## config.mk

```make
export PLATFORM = sky130hd
export DESIGN_NAME = diff_freq_serial_in
export DESIGN_NICKNAME = d
export VERILOG_FILES = /design/src/rtl/diff_freq_serial_in.sv
export SDC_FILE = /design/constraint.sdc
export NUM_CORES = 1
export LEC_CHECK = 0
export BUFFER_PORTS_ARGS = -buffer_cell sky130_fd_sc_hd__buf_4
export CAP_MARGIN = 20
export CORE_MARGIN = 10
export CORE_UTILIZATION = 46
export CTS_CLUSTER_DIAMETER = 200
export DETAILED_ROUTE_END_ITERATION = 6
export GPL_TIMING_DRIVEN = 0
export PLACE_DENSITY = 0.66
export SLEW_MARGIN = 20
export SYNTH_ARGS = -nofsm -noshare
export SYNTH_HDL_FRONTEND = slang
export SYNTH_SLANG_ARGS = --single-unit
```

## constraint.sdc

```tcl
create_clock -name clk -period 3.1 [get_ports clk]
set_input_delay 0.31 -clock clk [delete_from_list [all_inputs] [get_ports clk]]
set_output_delay 0.31 -clock clk [all_outputs]
set_load 0.02 [all_outputs]
```

## src/rtl/diff_freq_serial_in.sv

```systemverilog
// Serial frame receiver: each bit has its own period (fast or slow) selected by a
// per-bit frequency pattern; the frame is reassembled and reported with a done tick.
//
// state   | meaning
// S_IDLE  | waiting for an accepted start
// S_ALIGN | ALIGN_DLY cycles covering the input synchronizer latency
// S_DATA  | sampling bits mid-period and assembling the frame
module diff_freq_serial_in #(
    parameter int DATA_BIT  = 32,
    parameter int FAST_DIV  = 4,
    parameter int SLOW_DIV  = 8,
    parameter int ALIGN_DLY = 2
) (
    input  logic                clk,
    input  logic                rst_n,
    input  logic                i_serial_in,
    input  logic                i_start,
    input  logic                i_stop,
    input  logic                i_mode,
    input  logic [DATA_BIT-1:0] i_freq_pattern,
    output logic [DATA_BIT-1:0] o_data,
    output logic                o_bit_tick,
    output logic                o_done_tick,
    output logic                o_busy
);

    localparam int MAX_DIV = (SLOW_DIV > FAST_DIV) ? SLOW_DIV : FAST_DIV;
    localparam int TW      = $clog2(MAX_DIV) + 1;
    localparam int BW      = (DATA_BIT > 1) ? $clog2(DATA_BIT) : 1;
    localparam int AW      = $clog2(ALIGN_DLY + 1);

    localparam logic [BW-1:0] LAST_BIT   = BW'(DATA_BIT - 1);
    localparam logic [AW-1:0] LAST_ALIGN = AW'(ALIGN_DLY - 1);
    localparam logic [TW-1:0] FAST_P     = TW'(FAST_DIV);
    localparam logic [TW-1:0] SLOW_P     = TW'(SLOW_DIV);

    typedef enum logic [1:0] {
        S_IDLE  = 2'd0,
        S_ALIGN = 2'd1,
        S_DATA  = 2'd2
    } state_e;

    state_e              state_q, state_d;
    logic [1:0]          sync_q, sync_d;
    logic [DATA_BIT-1:0] freq_q, freq_d;
    logic                mode_q, mode_d;
    logic [DATA_BIT-1:0] shift_q, shift_d;
    logic [BW-1:0]       bit_cnt_q, bit_cnt_d;
    logic [TW-1:0]       tick_cnt_q, tick_cnt_d;
    logic [AW-1:0]       align_cnt_q, align_cnt_d;
    logic [DATA_BIT-1:0] data_q, data_d;
    logic                done_q, done_d;

    logic                serial_s;
    logic [TW-1:0]       period;
    logic                last_tick;
    logic                last_bit;
    logic                sample_now;
    logic                start_ok;
    logic [DATA_BIT-1:0] shift_smp;

    assign serial_s   = sync_q[1];
    assign period     = freq_q[bit_cnt_q] ? FAST_P : SLOW_P;
    assign last_tick  = (tick_cnt_q == period - TW'(1));
    assign last_bit   = (bit_cnt_q == LAST_BIT);
    assign sample_now = (state_q == S_DATA) && (tick_cnt_q == (period >> 1));
    assign start_ok   = i_start && !i_stop;

    always_ff @(posedge clk or negedge rst_n) begin
        if (!rst_n) begin
            state_q     <= S_IDLE;
            sync_q      <= '0;
            freq_q      <= '0;
            mode_q      <= 1'b0;
            shift_q     <= '0;
            bit_cnt_q   <= '0;
            tick_cnt_q  <= '0;
            align_cnt_q <= '0;
            data_q      <= '0;
            done_q      <= 1'b0;
        end else begin
            state_q     <= state_d;
            sync_q      <= sync_d;
            freq_q      <= freq_d;
            mode_q      <= mode_d;
            shift_q     <= shift_d;
            bit_cnt_q   <= bit_cnt_d;
            tick_cnt_q  <= tick_cnt_d;
            align_cnt_q <= align_cnt_d;
            data_q      <= data_d;
            done_q      <= done_d;
        end
    end

    always_comb begin
        state_d = state_q;
        unique case (state_q)
            S_IDLE: begin
                if (start_ok) state_d = S_ALIGN;
            end
            S_ALIGN: begin
                if (i_stop)                           state_d = S_IDLE;
                else if (align_cnt_q == LAST_ALIGN)   state_d = S_DATA;
            end
            S_DATA: begin
                if (i_stop)                                state_d = S_IDLE;
                else if (last_tick && last_bit && !mode_q) state_d = S_IDLE;
            end
            default: state_d = S_IDLE;
        endcase
    end

    always_comb begin
        sync_d      = {sync_q[0], i_serial_in};
        freq_d      = freq_q;
        mode_d      = mode_q;
        shift_d     = shift_q;
        bit_cnt_d   = bit_cnt_q;
        tick_cnt_d  = tick_cnt_q;
        align_cnt_d = align_cnt_q;
        data_d      = data_q;
        done_d      = 1'b0;

        // With a 2-clock period the sample and the last tick coincide, so the
        // completed word must include the sample taken in this same cycle.
        shift_smp = shift_q;
        if (sample_now) shift_smp[bit_cnt_q] = serial_s;

        unique case (state_q)
            S_IDLE: begin
                if (start_ok) begin
                    freq_d      = i_freq_pattern;
                    mode_d      = i_mode;
                    shift_d     = '0;
                    bit_cnt_d   = '0;
                    tick_cnt_d  = '0;
                    align_cnt_d = '0;
                end
            end
            S_ALIGN: begin
                align_cnt_d = align_cnt_q + AW'(1);
            end
            S_DATA: begin
                if (!i_stop) begin
                    shift_d = shift_smp;
                    if (last_tick) begin
                        tick_cnt_d = '0;
                        if (last_bit) begin
                            bit_cnt_d = '0;
                            data_d    = shift_smp;
                            done_d    = 1'b1;
                            if (mode_q) shift_d = '0;
                        end else begin
                            bit_cnt_d = bit_cnt_q + BW'(1);
                        end
                    end else begin
                        tick_cnt_d = tick_cnt_q + TW'(1);
                    end
                end
            end
            default: ;
        endcase
    end

    always_comb begin
        o_busy      = (state_q != S_IDLE);
        o_bit_tick  = (state_q == S_DATA) && last_tick;
        o_data      = data_q;
        o_done_tick = done_q;
    end

endmodule
```

==> impl_metrics.py <==
metrics = {
    "grt": {
        "gr-total-overflow": 0,
        "first_global_vias": 4663,
        "globalRouteTotalUtil": 0.1759,
        "largest_net_degree_at_the_start_of_global_routing": 114,
        "antenna_violations_before_repair": 0,
        "grt_first_pass_wirelength_um": 23450,
    },
    "routing": {
        "detail_route.iter0.violations": 352,
        "postRouteAntennaNets": 0,
        "remaining_drc_errors": 0,
        "postRouteWirelength_um": 14360,
        "dr.pass1.iters": 6,
        "vias": 4521,
        "vias_per_cell": 5.581,
        "wl_per_cell_um": 17.73,
    },
    "critical_path": {
        "cp.required_ps": 2790,
        "cpMostUsedCell": "buf_4",
        "criticalPathCategory": "reg2out",
        "worst_setup_path_end_kind": "output port",
        "start_kind": "flip-flop",
        "cp_max_fo": 8,
        "cp_data_arrival_time_ps": 2760,
        "crit_path_top_delay_cell": "dfrtp_1",
        "critical_path.cell_chain": "buf_2, mux2i_1, o32ai_1, nor4_1, o221a_2, xnor2_4, and2_1, buf_4, nor2b_1, buf_4",
        "cpPeakStageDelay_ps": 380,
    },
    "synthesis": {
        "synth-warning-count": 0,
        "synth_top_cell_by_area": "dfrtp_1",
        "synth.ff_latch_count": 113,
        "async_reset_ff_frac": 1.000,
        "synth-seq-area-share": 0.5049,
        "synth_fp_nets": 600,
        "synth_cell_type_count": 50,
        "synth-edff-count": 0,
        "syn-instance-count": 555,
        "syn-mean-instance-area_um2": 10.09,
        "synth_top_cells_by_area": "dfrtp_1 50%, mux2_2 7.0%, a21oi_1 5.3%",
        "synth_top_area_frac": 0.5049,
        "ys.flop_type": "dfrtp_1",
        "mappedNetlistArea_um2": 5600,
    },
    "place": {
        "io_buffer_count": 72,
        "dpl_worst_slack_ps": 152.3,
        "place.detailed.instances": 774,
        "gp_congestion": 0.8759,
        "detailed_place_hpwl_um": 9993,
    },
    "power_and_ir_drop": {
        "power_frac_comb": 0.171,
        "power_leakage_nw": 3.059,
        "pwr_density_cell_nw_per_um2": 620.8,
        "design_power_total_mw": 4.310,
        "internal_power_mw": 3.188,
        "pwr-share-clk": 0.411,
        "vdd.ir_drop.worst_mv": 0.4999,
        "power_switching_share": 0.2603,
        "power_switching_mw": 1.122,
        "p_seq_frac": 0.417,
    },
    "layout": {
        "most_common_cell_after_layout_fill_and_taps_aside": "dfrtp_1",
        "diodes": 0,
        "final_cell_mix": "113 x dfrtp_1, 77 x buf_4, 59 x a21oi_1",
        "finish.net_count": 695,
        "area_growth_syn_to_layout_pct": 23.97,
        "fin_cells": 810,
        "post_layout_util": 0.5804,
        "fraction_of_layout_instances_using_a_drive_strength_above_1": 0.2655,
    },
    "floorplan": {
        "initial_cell_density_of_the_core": 0.4682,
        "fp.dieW_um": 130.3,
        "die_height_um": 130.3,
        "io_pins": 73,
        "placementRows": 40,
        "floorplan.core_area_um2": 11960,
        "fp.dieArea_um2": 16990,
    },
    "timing": {
        "layout_setup_ws_ps": 33.60,
        "period_share": 0.9892,
        "timing.clock.skew_ps": 8.115,
        "max_slew_margin": 0.4048,
        "finalSetupViolCount": 0,
        "hold_ws_ps": 38.06,
        "fmax_mhz": 326.1,
        "grt_setup_unrepaired": "yes",
        "fin_crit_ps": 3066,
        "timing_worst_slew_pin_value_ps": 892.9,
        "timing.final.hold_violations": 0,
        "slew_viol_final": 0,
    },
    "cts": {
        "cts_num_sinks": 113,
        "clockBufferDepth": 2,
        "insertion_delay_ps": 410,
        "clk_pin_slew_ps": 50,
        "cts_buffers": 17,
        "cts_htree_levels": 4,
        "root_buffer": "clkbuf_16",
        "tritoncts": "done",
    },
    "status": {
        "status": "finished clean",
    },
    "run": {
        "max-cap-violations": 0,
    },
    "worst_hold_path": {
        "timing.hold.worst.class": "in2async",
    },
}
==> power by group through the flow <==
stage	Clock, mW	Sequential [mW]	Combinational (mW)
final	1.77	1.80	0.738
after global routing	1.88	1.83	0.816
after CTS	1.81	1.80	0.735
after detailed placement	0	1.82	0.720
after global placement	0	1.81	0.700
after floorplan	0	1.78	0.523
==> what timing repair did <==
| action | 4_1_cts | 5_1_grt |
|---|---|---|
| resized for setup | 4 | 8 |
| hold buffers | 1 | 0 |
| endpoints found under the setup margin | 1 | 35 |
| buffers inserted | 2 | 0 |
| cloned | 1 | 0 |
| endpoints found under the hold margin | 1 | 0 |
| pin swaps | 1 | 0 |
==> through the flow <==
step                TNS [ps]  area [um^2]
floorplan                  0         5600
global placement           0         6325
detailed placement         0         6329
CTS                        0         6923
global route          -140.7         6943
finish                     0         6943
==> flip-flops by register name, summed over array words and instances (netlist names) <==
signal and flops:
tick_cnt_q 4, mode_q 1, bit_cnt_q 5, freq_q 32
o_done_tick 1, o_data 32, state_q 2, align_cnt_q 2
shift_q 32, sync_q 2
==> area by class of cell <==
class | count | area (um^2)
clock buffers | 27 | 523.0
multi-input cells | 361 | 2411
inverters | 40 | 150.1
flip-flops and latches | 113 | 2828
repair buffers | 76 | 576.8
fillers | 1042 | 5019
plain buffers | 41 | 245.2
well taps | 147 | 183.9
clock inverters | 5 | 25.02
==> synthesized netlist by cell type (all sizes together) (5+ instances only) <==
library cell  instances
buf                  26
dfrtp               113
nor3                  6
o22ai                33
mux2                 36
mux2i                20
a22oi                20
inv                  40
and2                  7
nor2                 45
nand2b                6
clkbuf               15
nand4                 7
nand3                39
a21oi                59
a31oi                 7
o21ai                 5
ha                    7
nor4                  6
nand2                21
==> cells by family (layout without fill, tap and decap cells) <==
logic type,count (synthesis),in the layout,share of synthesized area
adder cells (fa/ha/maj),7,7,0.01564
buffers and inverters,81,189,0.06836
flip-flops,113,113,0.5049
multiplexers,56,56,0.1095
AND/OR/NAND/NOR,155,155,0.1387
AO/OA/AOI/OAI,140,140,0.1568
XOR/XNOR,3,3,0.006034
==> critical path, delay by kind of cell, from the launching register on <==
family	cells	cell delay, ps
AO/OA/AOI/OAI	2	450
XOR/XNOR	1	160
AND/OR/NAND/NOR	3	580
multiplexers	1	250
flip-flops	1	380
buffers and inverters	3	530
==> worst paths after layout <==
path	start	to	cells after the start	slack, ps
min in group clk	i_freq_pattern[14]	freq_q[14]	2	130
worst min register to register	sync_q[0]	sync_q[1]	0	350
worst max register to register	bit_cnt_q[1]	o_data[20]	10	200
worst min-delay path	rst_n	o_data[13]	1	40
worst max-delay path	bit_cnt_q[1]	o_bit_tick	10	30
max in group asynchronous	rst_n	sync_q[0]	1	2460
==> layer usage <==
layer | track usage | routed length (um)
met3 | 0.05558 | 939
met4 | 0.05494 | 193
met5 | 0 | 0
met2 | 0.2971 | 7225
met1 | 0.2096 | 6005
(Power assumes the default switching activity.)
